File: src/rtl/ahb_sram_slave.sv
// ---------------------------------------------------------------------------
// ahb_sram_slave
//
// AHB-Lite memory slave backing a small byte-addressed window with a
// register-file SRAM of 2**(ADDR_BITS-2) 32-bit words. It supports pipelined
// address/data phases, a fixed number of wait states on every OKAY data phase,
// byte-lane writes and the two-cycle ERROR response.
//
// Parameters:
//   ADDR_BITS   byte-address width of the window (words = 2**(ADDR_BITS-2))
//   WAIT_CYCLES wait states inserted in every OKAY data phase (0..15)
//
// Ports:
//   a_clk     in   1  system clock, rising edge
//   a_resetn  in   1  asynchronous active-low reset
//   h_addr    in  32  address-phase byte address
//   h_burst   in   3  burst type (accepted, unused: every beat has its own address)
//   h_size    in   3  0=byte, 1=half, 2=word, others illegal
//   h_trans   in   2  IDLE/BUSY/NONSEQ/SEQ
//   h_write   in   1  1=write, sampled in address phase
//   h_wdata   in  32  write data, valid in data phase
//   h_wstrb   in   4  byte enables, valid in data phase
//   h_rdata   out 32  registered read data
//   h_ready   out  1  1=data phase completes this cycle
//   h_resp    out  1  0=OKAY, 1=ERROR
// ---------------------------------------------------------------------------
module ahb_sram_slave #(
   parameter int ADDR_BITS   = 6,
   parameter int WAIT_CYCLES = 0
) (
   input  logic        a_clk,
   input  logic        a_resetn,
   input  logic [31:0] h_addr,
   input  logic [2:0]  h_burst,
   input  logic [2:0]  h_size,
   input  logic [1:0]  h_trans,
   input  logic        h_write,
   input  logic [31:0] h_wdata,
   input  logic [3:0]  h_wstrb,
   output logic [31:0] h_rdata,
   output logic        h_ready,
   output logic        h_resp
);

   localparam int         IDX_BITS  = ADDR_BITS - 2;
   localparam int         WORDS     = 2 ** IDX_BITS;
   localparam logic [3:0] WAIT_LOAD = 4'(WAIT_CYCLES);

   typedef enum logic [1:0] {
      ST_IDLE = 2'd0,
      ST_WAIT = 2'd1,
      ST_ERR1 = 2'd2,
      ST_ERR2 = 2'd3
   } state_t;

   // An active transfer is illegal when it leaves the window, uses an
   // unsupported size, or is misaligned for its size.
   function automatic logic is_illegal(input logic [31:0] addr, input logic [2:0] size);
      logic bad;
      bad = |addr[31:ADDR_BITS];
      case (size)
         3'd0:    bad = bad;
         3'd1:    bad = bad | addr[0];
         3'd2:    bad = bad | (|addr[1:0]);
         default: bad = 1'b1;
      endcase
      return bad;
   endfunction

   // Byte lanes covered by a transfer of the given size at the given address.
   function automatic logic [3:0] size_lanes(input logic [1:0] addr_lo, input logic [2:0] size);
      logic [3:0] lanes;
      case (size)
         3'd0:    lanes = 4'b0001 << addr_lo;
         3'd1:    lanes = 4'b0011 << addr_lo;
         3'd2:    lanes = 4'b1111;
         default: lanes = 4'b0000;
      endcase
      return lanes;
   endfunction

   // Replace the enabled bytes of a stored word with write data.
   function automatic logic [31:0] merge_word(input logic [31:0] old_word,
                                              input logic [31:0] new_word,
                                              input logic [3:0]  en);
      logic [31:0] res;
      for (int b = 0; b < 4; b++) begin
         res[8*b +: 8] = en[b] ? new_word[8*b +: 8] : old_word[8*b +: 8];
      end
      return res;
   endfunction

   state_t              state_r;
   state_t              state_s;
   logic [3:0]          cnt_r;
   logic [3:0]          cnt_s;
   logic                ready_r;
   logic                resp_r;
   logic [31:0]         rdata_r;
   logic [31:0]         mem_r [WORDS];

   // Data-phase descriptor captured at address-phase acceptance.
   logic                dp_write_r;
   logic [IDX_BITS-1:0] dp_idx_r;
   logic [3:0]          dp_lanes_r;

   logic                active_s;
   logic                illegal_s;
   logic                rd_load_s;
   logic                commit_s;
   logic [IDX_BITS-1:0] a_idx_s;
   logic [31:0]         merged_s;
   logic [31:0]         rd_word_s;
   logic                unused_s;

   assign active_s  = h_trans[1];
   assign illegal_s = is_illegal(h_addr, h_size);
   assign a_idx_s   = h_addr[ADDR_BITS-1:2];
   // A new address phase is only sampled while the current data phase completes.
   assign rd_load_s = ready_r & active_s & ~illegal_s & ~h_write;
   assign commit_s  = ready_r & dp_write_r;
   assign merged_s  = merge_word(mem_r[dp_idx_r], h_wdata, h_wstrb & dp_lanes_r);
   assign unused_s  = ^{h_burst, h_trans[0]};

   assign h_rdata = rdata_r;
   assign h_ready = ready_r;
   assign h_resp  = resp_r;

   // Read word source: forward the committing write when it hits the same word.
   always_comb begin
      rd_word_s = mem_r[a_idx_s];
      if (commit_s && (a_idx_s == dp_idx_r)) begin
         rd_word_s = merged_s;
      end else begin
         rd_word_s = mem_r[a_idx_s];
      end
   end

   // Next-state and wait-counter logic of the data-phase FSM.
   always_comb begin
      state_s = state_r;
      cnt_s   = cnt_r;
      case (state_r)
         ST_IDLE, ST_ERR2: begin
            if (active_s) begin
               if (illegal_s) begin
                  state_s = ST_ERR1;
               end else if (WAIT_LOAD != 4'd0) begin
                  state_s = ST_WAIT;
                  cnt_s   = WAIT_LOAD;
               end else begin
                  state_s = ST_IDLE;
               end
            end else begin
               state_s = ST_IDLE;
            end
         end
         ST_WAIT: begin
            cnt_s = cnt_r - 4'd1;
            if (cnt_r <= 4'd1) begin
               state_s = ST_IDLE;
            end else begin
               state_s = ST_WAIT;
            end
         end
         ST_ERR1: begin
            state_s = ST_ERR2;
         end
         default: begin
            state_s = ST_IDLE;
            cnt_s   = 4'd0;
         end
      endcase
   end

   // FSM state, wait counter and registered h_ready/h_resp decoded from next state.
   always_ff @(posedge a_clk or negedge a_resetn) begin
      if (!a_resetn) begin
         state_r <= ST_IDLE;
         cnt_r   <= 4'd0;
         ready_r <= 1'b1;
         resp_r  <= 1'b0;
      end else begin
         state_r <= state_s;
         cnt_r   <= cnt_s;
         ready_r <= (state_s != ST_WAIT) && (state_s != ST_ERR1);
         resp_r  <= (state_s == ST_ERR1) || (state_s == ST_ERR2);
      end
   end

   // Capture the data-phase descriptor when an address phase is accepted.
   always_ff @(posedge a_clk or negedge a_resetn) begin
      if (!a_resetn) begin
         dp_write_r <= 1'b0;
         dp_idx_r   <= {IDX_BITS{1'b0}};
         dp_lanes_r <= 4'b0000;
      end else if (ready_r) begin
         dp_write_r <= active_s & ~illegal_s & h_write;
         dp_idx_r   <= a_idx_s;
         dp_lanes_r <= size_lanes(h_addr[1:0], h_size);
      end
   end

   // Storage array: byte-lane commit on the completing edge of a legal write.
   always_ff @(posedge a_clk or negedge a_resetn) begin
      if (!a_resetn) begin
         for (int i = 0; i < WORDS; i++) begin
            mem_r[i] <= 32'h0000_0000;
         end
      end else if (commit_s) begin
         mem_r[dp_idx_r] <= merged_s;
      end
   end

   // Read data register: loaded on legal read acceptance, held otherwise.
   always_ff @(posedge a_clk or negedge a_resetn) begin
      if (!a_resetn) begin
         rdata_r <= 32'h0000_0000;
      end else if (rd_load_s) begin
         rdata_r <= rd_word_s;
      end
   end

endmodule

File: config.mk
export PLATFORM = sky130hd
export DESIGN_NAME = ahb_sram_slave
export DESIGN_NICKNAME = d
export VERILOG_FILES = /design/src/rtl/ahb_sram_slave.sv
export SDC_FILE = /design/constraint.sdc
export NUM_CORES = 1
export LEC_CHECK = 0
export BUFFER_PORTS_ARGS = -buffer_cell sky130_fd_sc_hd__buf_4
export CORE_ASPECT_RATIO = 0.75
export CORE_MARGIN = 2
export CORE_UTILIZATION = 55
export DETAILED_ROUTE_END_ITERATION = 10
export PLACE_DENSITY = 0.76
export SETUP_SLACK_MARGIN = 0.05
export SYNTH_ARGS = -nofsm -noshare
export SYNTH_HDL_FRONTEND = slang
export SYNTH_SLANG_ARGS = --single-unit
File: constraint.sdc
create_clock -name a_clk -period 2.9 [get_ports a_clk]
set_input_delay 0.145 -clock a_clk [delete_from_list [all_inputs] [get_ports a_clk]]
set_output_delay 0.145 -clock a_clk [all_outputs]
set_load 0.03 [all_outputs]
# Word-level counts from Yosys, hierarchy flattened
# Index checks and enable logic that the tools add are counted.
[totals]
ff_bits = 561
latch_bits = 0
ram_bits = 0
mem_bits_ro = 0
output_inout_bits = 34
mem_count = 0
[classes]
n_addsub = 1
multipliers = 0
n_div = 0
order_cmp = 4
n_eq_ne = 10
shift = 2
n_mux = 20
bitwise_logic = 13
n_reduce_logical = 9
[ops]
columns = ["cell", "n"]
rows = [
  ["$bwmux 512", 1],
  ["$bmux 32 s4", 2],
  ["$mux 32", 6],
  ["$demux 32 s4", 1],
  ["$mux 8", 4],
  ["$reduce_or 26->1", 1],
  ["$pmux 4 s3", 1],
  ["$ge 5x5->1 const B", 2],
  ["$not 4->5", 2],
  ["$eq 2x2->1 const B", 4],
  ["$and 1x1->1", 6],
  ["$pmux 2 s3", 1],
  ["$lt 5x1->1 const B", 1],
  ["$and 4x4->4", 1],
  ["$eq 4x4->1", 1],
  ["$le 4x1->1 const B", 1],
  ["$mux 2", 2],
  ["$reduce_or 2->1", 2],
  ["$shl 1x2->4 const A", 1],
  ["$shl 2x2->4 const A", 1],
  ["$sub 4x1->4 const B", 1],
  ["$eq 3x1->1 const B", 1],
  ["$eq 3x2->1 const B", 1],
  ["$logic_and 1x1->1", 3],
  ["other kinds (10)", 12],
]

# Logic depth before layout (Yosys ltp)
# Gate-level depths: netlist of run 1.
[depth]
ltp_word = 8
mapped_depth = 10

# Worst setup path after synthesis of run 1
# OpenSTA, ideal clock, no wires.
[synth_timing]
kind = "register to register"
startpoint = "reg ready_r (netlist: h_ready)"
endpoint = "reg mem_r[257] (netlist name)"
setup_time_ns = 0.125
t_arrival_ns = 2.229
path_slack_ns = 0.547
stages_incl_launch_ff = 8
period_less_slack_ns = 2.353
path_cell_list = "dfstp_2 -> buf_4 -> inv_1 -> nor2_1 -> nand2_1 -> nor2_1 -> clkbuf_1 -> mux2_2"
[synth_between]
elab_chain_len = 1
[synth_lines]
columns = ["element", "line", "rtl"]
rows = [
  ["from (decl)", "97", "logic ready_r;"],
  ["from (signal assigned)", "186", "ready_r <= (state_s != ST_WAIT) && (state_s != ST_ERR1);"],
  ["$and 1x1->1", "121", "assign commit_s = ready_r & dp_write_r;"],
  ["to (signal, indexed assignment)", "211", "mem_r[dp_idx_r] <= merged_s;"],
  ["to (decl)", "100", "logic [31:0] mem_r [WORDS];"],
]
# No other way between the ends.
# A chain may end at the register's enable or synchronous reset.

# Worst setup path after layout of run 1
[layout_timing]
startpoint = "reg dp_idx_r[2]"
endpoint = "reg mem_r[48] (netlist name)"
[layout_between]
elab_chain_len = 6
word_cells_on_any_way = 11
cone_classes = "order compare (2); mux (7); bitwise (1); reduce/logical (1)"
[layout_lines]
columns = ["element", "line", "rtl"]
rows = [
  ["from (decl)", "104", "logic [IDX_BITS-1:0] dp_idx_r;"],
  ["from (signal assigned)", "195", "dp_idx_r <= {IDX_BITS{1'b0}};"],
  ["from (signal assigned)", "199", "dp_idx_r <= a_idx_s;"],
  ["$not 4->5 (not written as such) *", "122, 211", ""],
  ["$ge 5x5->1 (not written as such) (tied with other cells)", "211", ""],
  ["$logic_and 1x1->1 (not written as such) / $mux 32 (equally long branches)", "211, 122", ""],
  ["$mux 32 (on tied branches)", "211, 122", ""],
  ["$demux 32 s4 / $mux 8 (equally long branches)", "211, 88", ""],
  ["$bwmux 512 *", "211", ""],
]
# Every way passes the cells marked *; elsewhere a longest branch is shown, timed or not. The select of a mux whose other input is x is not followed.

==> flow_summary.yaml, run 1 <==
status:
  status: "finished clean"
yosys:
  syn_nets: 2385
  synth_area_um2: 30100
  ys_warn_count: 0
  ys_types: 52
  ys_seq_area_frac: 0.466
  synth-edff-count: 0
  synth_cells: 2301
  syn_avg_cell_area_um2: 13.1
  ys_async_sr_fraction: 1.00
  synth_ff_type: "dfrtp_1"
  synth-seq-cells: 561
worst_hold_path:
  hp-class: "input port to flop"
setup_path:
  criticalPathCategory: "flop to flop"
  worstPathArrival_ns: 3.21
  r2r_setup_slack_ns: 0.24
  crit_fanout: 27
  cp-start-kind: "flop"
  worstSetupEndpointType: "flop"
  cp.required_ns: 3.45
power:
  ir_drop_uv: 616
  power_leakage_nw: 15.1
  switching_share: 0.358
  power.switching_mw: 8.61
  seq_power_share: 0.337
  internal-power_mw: 15.5
  combPwrFrac: 0.341
  p_per_area_nw_per_um2: 697
  p_clk_frac: 0.321
floorplan:
  die_area_um2: 56700
  die_w_um: 274
  rows: 74
  coreArea_um2: 54300
  dieHeight_um: 207
  io_pins: 113
  initial_utilization: 0.555
final_layout:
  layout_common_cells: "dfrtp_1, mux2_2, mux2i_1"
  multi_input_area_um2: 15100
  register_area_um2: 14000
  drive_gt1_frac: 0.429
  n_antenna_cell: 0
  syn2layout_area_growth_pct: 14.6
  fill_cells: 4053
  nets: 2453
  final_common_cell: "dfrtp_1"
  fin_cells: 3137
cts:
  cts.sinks: 561
  clockRootBuffer: "clkbuf_16"
  clock_latency_ns: 0.62
  clk_pin_slew_ns: 0.06
  cts_tree: "done"
  h-tree-depth: 2
  cts_buffer_depth: 3
  numCtsBuffers: 54
timing:
  fmax_ghz: 0.376
  relSlewSlack: 0.413
  slew_viol_final: 0
  post-route-period-util: 0.918
  setup_viol: 0
  clock_skew_ns: 0.0208
  rsz0062_at_grt: "false"
  finalHoldViolations: 0
  fin_crit_ns: 2.66
  setup_tns_ns: 0
  tightest_slew_ns: 0.878
placed_design:
  post-dp-hpwl_mm: 56.6
  io_buffers: 108
  place.gp.congestion: 0.881
  place_inst: 3024
global_routing:
  grt_pass1_wl_mm: 139
  grt_max_degree: 95
  grt_overflow: 0
  grt_usage: 0.326
  grt_pass1_vias: 22600
  antenna_found_initial: 0
route:
  wire_per_inst_um: 29.0
  postRouteAntennaNets: 0
  drtIter0Drc: 2182
  drcViolationCount: 0
  vias: 21700
  wl_mm: 90.9
  via_per_inst: 6.93
  first_pass_iters: 7
job:
  max_cap_viol_count: 0
==> metal layers <==
| metal | vias to the layer above | track usage | wire length, um | part of all wire |
|---|---|---|---|---|
| met2 | 1222 | 0.524 | 42800 | 0.47 |
| li1 | 8938 | - | - | - |
| met5 | - | 0 | 0 | 0 |
| met4 | 0 | 0.156 | 4230 | 0.047 |
| met1 | 11200 | 0.425 | 35400 | 0.39 |
| met3 | 332 | 0.0740 | 8490 | 0.093 |
==> per-stage QoR <==
stage	hold WS (ns)	worst slack (ns)	utilization	area (um2)	total power, mW
2_1_floorplan	-0.151	0.547	-	30100	13.7
3_3_place_gp	0.165	0.182	0.595	32300	15.7
3_5_place_dp	0.171	0.0628	0.595	32300	16.0
4_1_cts	0.00704	0.0544	0.633	34400	23.7
5_1_grt	0.0777	0.160	0.636	34500	24.9
6_report	0.0587	0.238	0.636	34500	24.1
==> kinds of logic (layout without fill, tap and decap cells) <==
| family | Yosys count | count (layout) | synth area share |
|---|---|---|---|
| adder cells (fa/ha/maj) | 5 | 5 | 0.00208 |
| AO/OA/AOI/OAI | 423 | 423 | 0.0948 |
| flip-flops | 561 | 561 | 0.466 |
| multiplexers | 841 | 841 | 0.365 |
| XOR/XNOR | 7 | 7 | 0.00204 |
| buffers and inverters | 268 | 382 | 0.0419 |
| AND/OR/NAND/NOR | 196 | 196 | 0.0282 |
==> worst max-delay path: stages, from the launching register on <==
cell and delay [ns]:
dfrtp_4 0.58, buf_12 0.27, nand3b_1 0.17, buf_4 0.26, o22ai_1 0.29, nor2_1 0.11, a31oi_2 0.59, mux2_2 0.30
==> flip-flops by register name (all words and copies together), names as in the netlist <==
| name | cells |
|---|---|
| dp_write_r | 1 |
| h_resp | 1 |
| mem_r | 512 |
| dp_idx_r | 4 |
| cnt_r | 4 |
| h_ready | 1 |
| state_r | 2 |
| h_rdata | 32 |
| dp_lanes_r | 4 |
==> cell type report <==
cell class                 instances  area share
clock buffer                      84      0.0509
clock inverter                    18     0.00638
inverter                          38     0.00413
multi-input combinational       1472       0.439
sequential                       561       0.407
tap                              722      0.0262
timing repair buffer             242      0.0670
==> repair_timing <==
action,4_1_cts,5_1_grt
endpoints found under the setup margin,9,406
resized for setup,1,29
endpoints found under the hold margin,74,0
setup buffers,0,0
hold buffers,11,0
==> power by group through the flow <==
stage               combinational, mW  clock [mW]  sequential, mW
detailed placement               7.69           0            8.26
global placement                 7.43           0            8.25
floorplan                        5.54           0            8.16
finish                           8.22        7.74            8.12
CTS                              7.77        7.80            8.12
global route                     8.61        8.15            8.13
==> synthesized netlist by cell type (30+ instances only) <==
master	count	area (um2)
a221oi_1	32	280
a22oi_1	32	240
a31o_2	30	263
a31oi_1	62	388
a41oi_1	30	263
buf_2	82	410
clkbuf_1	108	405
dfrtp_1	560	14000
inv_1	38	143
mux2_2	453	5100
mux2i_1	225	2250
mux4_2	160	3600
nand2_1	74	278
nor2_1	82	308
o21ai_0	109	546
o22ai_1	65	407
o31ai_1	31	233
==> path summary, 6_finish.rpt <==
check,startpoint,endpoint,cells past startpoint
max,dp_idx_r[2]$_DFFE_PN0P_,mem_r[48]$_DFFE_PN0P_,7
max reg2reg,dp_idx_r[2]$_DFFE_PN0P_,mem_r[48]$_DFFE_PN0P_,7
min reg2reg,cnt_r[3]$_DFFE_PN0N_,cnt_r[3]$_DFFE_PN0N_,1
max in group asynchronous,a_resetn,mem_r[182]$_DFFE_PN0P_,4
min,h_wdata[13],mem_r[461]$_DFFE_PN0P_,4
min in group asynchronous,a_resetn,mem_r[370]$_DFFE_PN0P_,2
Power figures use the tool's default switching activity.
==> inputs of run 2 (changes only) <==
--- a/config.mk
+++ b/config.mk
@@ -10,6 +10,7 @@
 export CORE_MARGIN = 2
 export CORE_UTILIZATION = 55
 export DETAILED_ROUTE_END_ITERATION = 10
+export GPL_TIMING_DRIVEN = 0
 export PLACE_DENSITY = 0.76
 export SETUP_SLACK_MARGIN = 0.05
 export SYNTH_ARGS = -nofsm -noshare
==> run 2 against run 1 <==
Effect of this change: count of clock-buffer cells in the layout decreased by 1; final area decreased by 0.84%; combinational power increased by 14%; clock power shrank 0.5%; total power up 4.1%; critical path depth unchanged; sequential cell count did not move; sequential share of layout area rose by 0.32 points; via count up 5.7%; clock skew about the same; register-to-register slack got worse by 0.23 ns; critical endpoint is now mem_r[279]$_DFFE_PN0P_; largest power group unchanged; highest routed layer is now met5.
==> flow_summary.yaml, run 2 (same netlist as run 1, synthesis figures left out) <==
status:
  status: "finished clean"
setup_path:
  worstPathArrival_ns: 3.39
  cp_num_buf_inv: 3
  criticalPathCategory: "flop to flop"
  crit_top_cell: "buf_2"
  slowest_delay_ns: 0.98
  cp-start-kind: "flop"
  cp.required_ns: 3.40
  slowest_stage: "clkbuf_1"
  crit_family: "buffers and inverters"
  crit_chain: "buf_2, clkbuf_1, a221oi_1, o21ai_1, a31oi_2, buf_2, mux2_2"
  crit_fanout: 10
  timing.rr.start: "dp_idx_r[3]$_DFFE_PN0P_"
  worstSetupEndpointType: "flop"
  cp-startpoint: "dp_idx_r[3]$_DFFE_PN0P_"
timing:
  fmax_ghz: 0.346
  setup_tns_ns: 0
  setup_viol: 0
  fin_crit_ns: 2.89
  slew_viol_final: 0
  post-route-period-util: 0.996
  tightest_slew_ns: 1.32
  clock_skew_ns: 0.0208
  rsz0062_at_grt: "true"
  finalHoldViolations: 0
  relSlewSlack: 0.119
floorplan:
  initial_utilization: 0.555
  dieHeight_um: 207
  coreArea_um2: 54300
  die_w_um: 274
  io_pins: 113
  die_area_um2: 56700
  rows: 74
power:
  p_per_area_nw_per_um2: 732
  ir_drop_uv: 686
  p_total_mw: 25.1
  power_leakage_nw: 15.1
cts:
  numCtsBuffers: 55
  cts.sinks: 561
  clock_latency_ns: 0.63
  clk_pin_slew_ns: 0.06
  cts_tree: "done"
  cts_buffer_depth: 3
  clockRootBuffer: "clkbuf_16"
  h-tree-depth: 2
final_layout:
  layout_common_cells: "dfrtp_1, mux2_2, mux2i_1"
  n_antenna_cell: 0
  final_common_cell: "dfrtp_1"
  multi_input_area_um2: 15000
  nets: 2564
  drive_gt1_frac: 0.405
  largest_reg_flops: 512
  fill_cells: 4120
  fin_cells: 3248
  register_area_um2: 14000
  syn2layout_area_growth_pct: 13.7
  largest-register: "mem_r"
worst_hold_path:
  min_from: "h_wdata[13]"
  hp-class: "input port to flop"
global_routing:
  grt_pass1_vias: 23200
  grt_overflow: 0
  grt_pass1_wl_mm: 152
  grt_max_degree: 129
  grt_usage: 0.372
  antenna_found_initial: 1
route:
  via_per_inst: 7.08
  first_pass_iters: 6
  route.met3.wl_mm: 14.5
  postRouteAntennaNets: 0
  drtIter0Drc: 3636
  wl_mm: 104
  wire_per_inst_um: 32.2
  vias: 23000
  routed.top_layer: "met5"
  drcViolationCount: 0
  wl_met2_mm: 44.6
  wl_met1_mm: 40.2
placed_design:
  place.gp.congestion: 0.962
  io_buffers: 104
  post-dp-hpwl_mm: 69.8
  place_inst: 3131
job:
  max_cap_viol_count: 0
run 2: through the flow:
step / instance area, um2 / hold WS [ns] / util / worst slack (ns)
finish: 34200 / 0.0305 / 0.631 / 0.0125
global route: 34200 / 0.0644 / 0.631 / 0.00881
CTS: 34000 / 0.0108 / 0.627 / 0.0466
detailed placement: 31900 / 0.187 / 0.588 / -0.872
global placement: 31800 / 0.458 / 0.586 / -4.20
floorplan: 30100 / -0.151 / - / 0.547
run 2: final timing paths:
| kind | to | slack (ns) | depth (start not counted) |
|---|---|---|---|
| max | mem_r[279]$_DFFE_PN0P_ | 0.01 | 7 |
| min reg2reg | mem_r[430]$_DFFE_PN0P_ | 0.50 | 2 |
| max in group asynchronous | mem_r[483]$_DFFE_PN0P_ | 1.06 | 4 |
| max reg2reg | mem_r[279]$_DFFE_PN0P_ | 0.01 | 7 |
| min in group asynchronous | mem_r[246]$_DFFE_PN0P_ | 0.12 | 2 |
| min | mem_r[461]$_DFFE_PN0P_ | 0.03 | 4 |
run 2: worst reg2reg max path, cell delays in order (launching register included):
cell and delay [ns]:
dfrtp_1 0.34, buf_2 0.18, clkbuf_1 0.99, a221oi_1 0.17
o21ai_1 0.33, a31oi_2 0.22, buf_2 0.26, mux2_2 0.29
run 2: power breakdown:
| group | switching (mW) | internal (mW) | total, mW |
|---|---|---|---|
| clock | 3.26 | 4.43 | 7.70 |
| combinational | 6.30 | 3.05 | 9.34 |
| sequential | 0.104 | 7.93 | 8.03 |
| total | 9.66 | 15.4 | 25.1 |
run 2: cell type report:
class | instances | area share
repair buffers | 123 | 0.0304
flip-flops and latches | 561 | 0.410
clock buffers | 83 | 0.0468
clock inverters | 20 | 0.00819
multi-input cells | 1472 | 0.437
inverters | 38 | 0.00417
well taps | 722 | 0.0264
plain buffers | 229 | 0.0365
run 2: what timing repair did:
item | 4_1_cts | 5_1_grt
endpoints found under the hold margin | 82 | 0
hold buffers | 12 | 0
resized for setup | 54 | 87
buffers inserted | 0 | 3
cloned | 0 | 0
endpoints found under the setup margin | 481 | 394
pin swaps | 0 | 1
run 2: metal layers:
metal	global-route usage	up-vias
met5	0	-
li1	-	9157
met1	0.505	11800
met2	0.535	1625
met3	0.141	362
met4	0.162	4
==> inputs of run 3 (changes only) <==
==> constraint.sdc (replaced) <==
create_clock -name a_clk -period 3.3 [get_ports a_clk]
set_input_delay 0.165 -clock a_clk [delete_from_list [all_inputs] [get_ports a_clk]]
set_output_delay 0.165 -clock a_clk [all_outputs]
set_load 0.03 [all_outputs]
==> run 3 against run 2 <==
Effect of this change: the run now ends with setup timing left; sequential power shrank 12%; count of clock-buffer cells in the layout is the same; worst hold slack gained 0.013 ns; clock skew is essentially flat; fmax shrank 13%; largest power group unchanged.
==> flow_summary.yaml, run 3 (same netlist as run 1, synthesis figures left out) <==
setup_path:
  cp-start-kind: "flop"
  crit_chain: "buf_2, nand3b_1, clkbuf_1, o22ai_1, nor2_1, a31oi_1, buf_2, mux2_2"
  crit_top_cell: "buf_2"
  worstPathArrival_ns: 3.82
  crit_fanout: 10
  worstSetupEndpointType: "flop"
  slowest_delay_ns: 0.85
  slowest_stage: "clkbuf_1"
  cp_num_buf_inv: 3
  crit_family: "buffers and inverters"
  criticalPathCategory: "flop to flop"
  r2r_setup_slack_ns: -0.009
  cp.required_ns: 3.81
  r2r_cells: 8
  timing.rr.end: "mem_r[187]$_DFFE_PN0P_"
  timing.rr.start: "dp_idx_r[1]$_DFFE_PN0P_"
final_layout:
  nets: 2561
  fin_cells: 3247
  syn2layout_area_growth_pct: 12.7
  layout_common_cells: "dfrtp_1, mux2_2, mux2i_1"
  fill_cells: 4170
  drive_gt1_frac: 0.386
  largest-register: "mem_r"
  final_common_cell: "dfrtp_1"
  largest_reg_flops: 512
global_routing:
  grt_pass1_vias: 23300
  gr-max-usage-layer: "met2"
  grt_overflow: 0
  grt_pass1_wl_mm: 153
  grt_usage: 0.372
  grt_util_met1: 0.505
  grt_max_degree: 129
  grtUsageMet2: 0.534
  antenna_found_initial: 3
  gr-usage-met3: 0.137
timing:
  setup_viol: 1
  rsz0062_at_grt: "true"
  tightest_slew_ns: 1.24
  final.setup.worst_slack_ns: -0.00865
  relSlewSlack: 0.172
  finalHoldViolations: 0
  slew_viol_final: 0
  setup_tns_ns: -0.00865
  fin_crit_ns: 3.31
  post-route-period-util: 1.00
  fmax_ghz: 0.302
  clock_skew_ns: 0.0208
floorplan:
  coreArea_um2: 54300
  io_pins: 113
  die_w_um: 274
  die_area_um2: 56700
  dieHeight_um: 207
  initial_utilization: 0.555
  rows: 74
placed_design:
  dp_slack_ns: -0.492
  post-dp-hpwl_mm: 69.8
  place_inst: 3131
  place.gp.congestion: 0.962
  io_buffers: 104
route:
  wl_mm: 104
  postRouteAntennaNets: 0
  vias: 23000
  drtIter0Drc: 3614
  wire_per_inst_um: 32.1
  via_per_inst: 7.09
  drcViolationCount: 0
  first_pass_iters: 6
cts:
  clock_latency_ns: 0.63
  h-tree-depth: 2
  numCtsBuffers: 55
  post-cts-setup-buffers: 0
  clockRootBuffer: "clkbuf_16"
  clk_pin_slew_ns: 0.06
  cts_tree: "done"
  cts.sinks: 561
  cts_buffer_depth: 3
job:
  max_cap_viol_count: 0
status:
  violations: "setup timing"
  status: "finished with violations"
worst_hold_path:
  hp-class: "input port to flop"
  holdPathStages: 4
  holdPathEnd: "mem_r[461]$_DFFE_PN0P_"
  min_from: "h_wdata[13]"
power:
  power_leakage_nw: 15.0
  p_total_mw: 21.9
  ir_drop_uv: 614
  p_per_area_nw_per_um2: 644
-- run 3: cell count changes in the layout (fill, tap and decap cells not counted), moves of 2 or more --
cell | before | now
a31oi_1 | 52 | 62
a31oi_2 | 10 | 0
buf_2 | 66 | 82
buf_4 | 135 | 121
clkbuf_1 | 87 | 111
clkbuf_2 | 24 | 16
clkbuf_4 | 21 | 0
diode_2 | 0 | 2
nor2_1 | 71 | 80
nor2_2 | 5 | 2
nor2_4 | 6 | 0
o21ai_0 | 106 | 108
o21ai_1 | 19 | 17
-- run 3: cell type report --
class / count / area, um2 / share of cell area
Tap cell: 722 / 903 / 0.0266
Inverter: 38 / 143 / 0.00420
Clock buffer: 83 / 1600 / 0.0472
Clock inverter: 20 / 280 / 0.00825
Multi-Input combinational cell: 1472 / 14800 / 0.437
Buffer: 229 / 1130 / 0.0333
Timing Repair Buffer: 120 / 1020 / 0.0300
Sequential cell: 561 / 14000 / 0.413
Antenna cell: 2 / 5.00 / 0.000147
-- run 3: how the worst max path moves through the flow --
stage                            startpoint                      end  slack, ns  cells past startpoint
floorplan                 h_ready$_DFF_PN1_   mem_r[257]$_DFFE_PN0P_       0.95                      7
global placement                   a_resetn   mem_r[325]$_DFFE_PN0P_      -3.82                      1
detailed placement                h_size[1]  h_rdata[26]$_DFFE_PN0P_      -0.49                      9
CTS                       h_ready$_DFF_PN1_   mem_r[129]$_DFFE_PN0P_       0.04                      7
global route              h_ready$_DFF_PN1_   mem_r[309]$_DFFE_PN0P_       0.04                      7
finish              dp_idx_r[1]$_DFFE_PN0P_   mem_r[187]$_DFFE_PN0P_     -0.009                      8
-- run 3: where the power goes --
| part | total (mW) | switching (mW) | internal (mW) |
|---|---|---|---|
| combinational | 8.06 | 5.45 | 2.61 |
| clock | 6.76 | 2.87 | 3.90 |
| sequential | 7.06 | 0.0890 | 6.97 |
-- run 3: metrics by stage --
step,utilization,hold WS (ns),area (um2)
after global placement,0.586,0.458,31800
after global routing,0.626,0.0803,34000
final,0.626,0.0439,34000
after detailed placement,0.588,0.207,31900
after floorplan,-,-0.131,30100
after CTS,0.626,0.0308,33900
-- run 3: routing by layer --
metal,share of wire,vias up
met3,0.14,350
li1,-,9153
met4,0.051,10
met5,0.0012,-
met2,0.42,1661
met1,0.39,11800
-- run 3: worst reg2reg max path: stages, from the launching register on --
cell      delay, ns
dfrtp_1        0.45
buf_2          0.24
nand3b_1       0.36
clkbuf_1       0.85
o22ai_1        0.29
nor2_1         0.21
a31oi_1        0.19
buf_2          0.30
mux2_2         0.30
-- run 3: repair_timing --
| item | in CTS | in global routing |
|---|---|---|
| hold buffers | 12 | 0 |
| hold endpoints to repair | 82 | 0 |
| setup endpoints to repair | 127 | 152 |
| gates resized for setup | 9 | 23 |
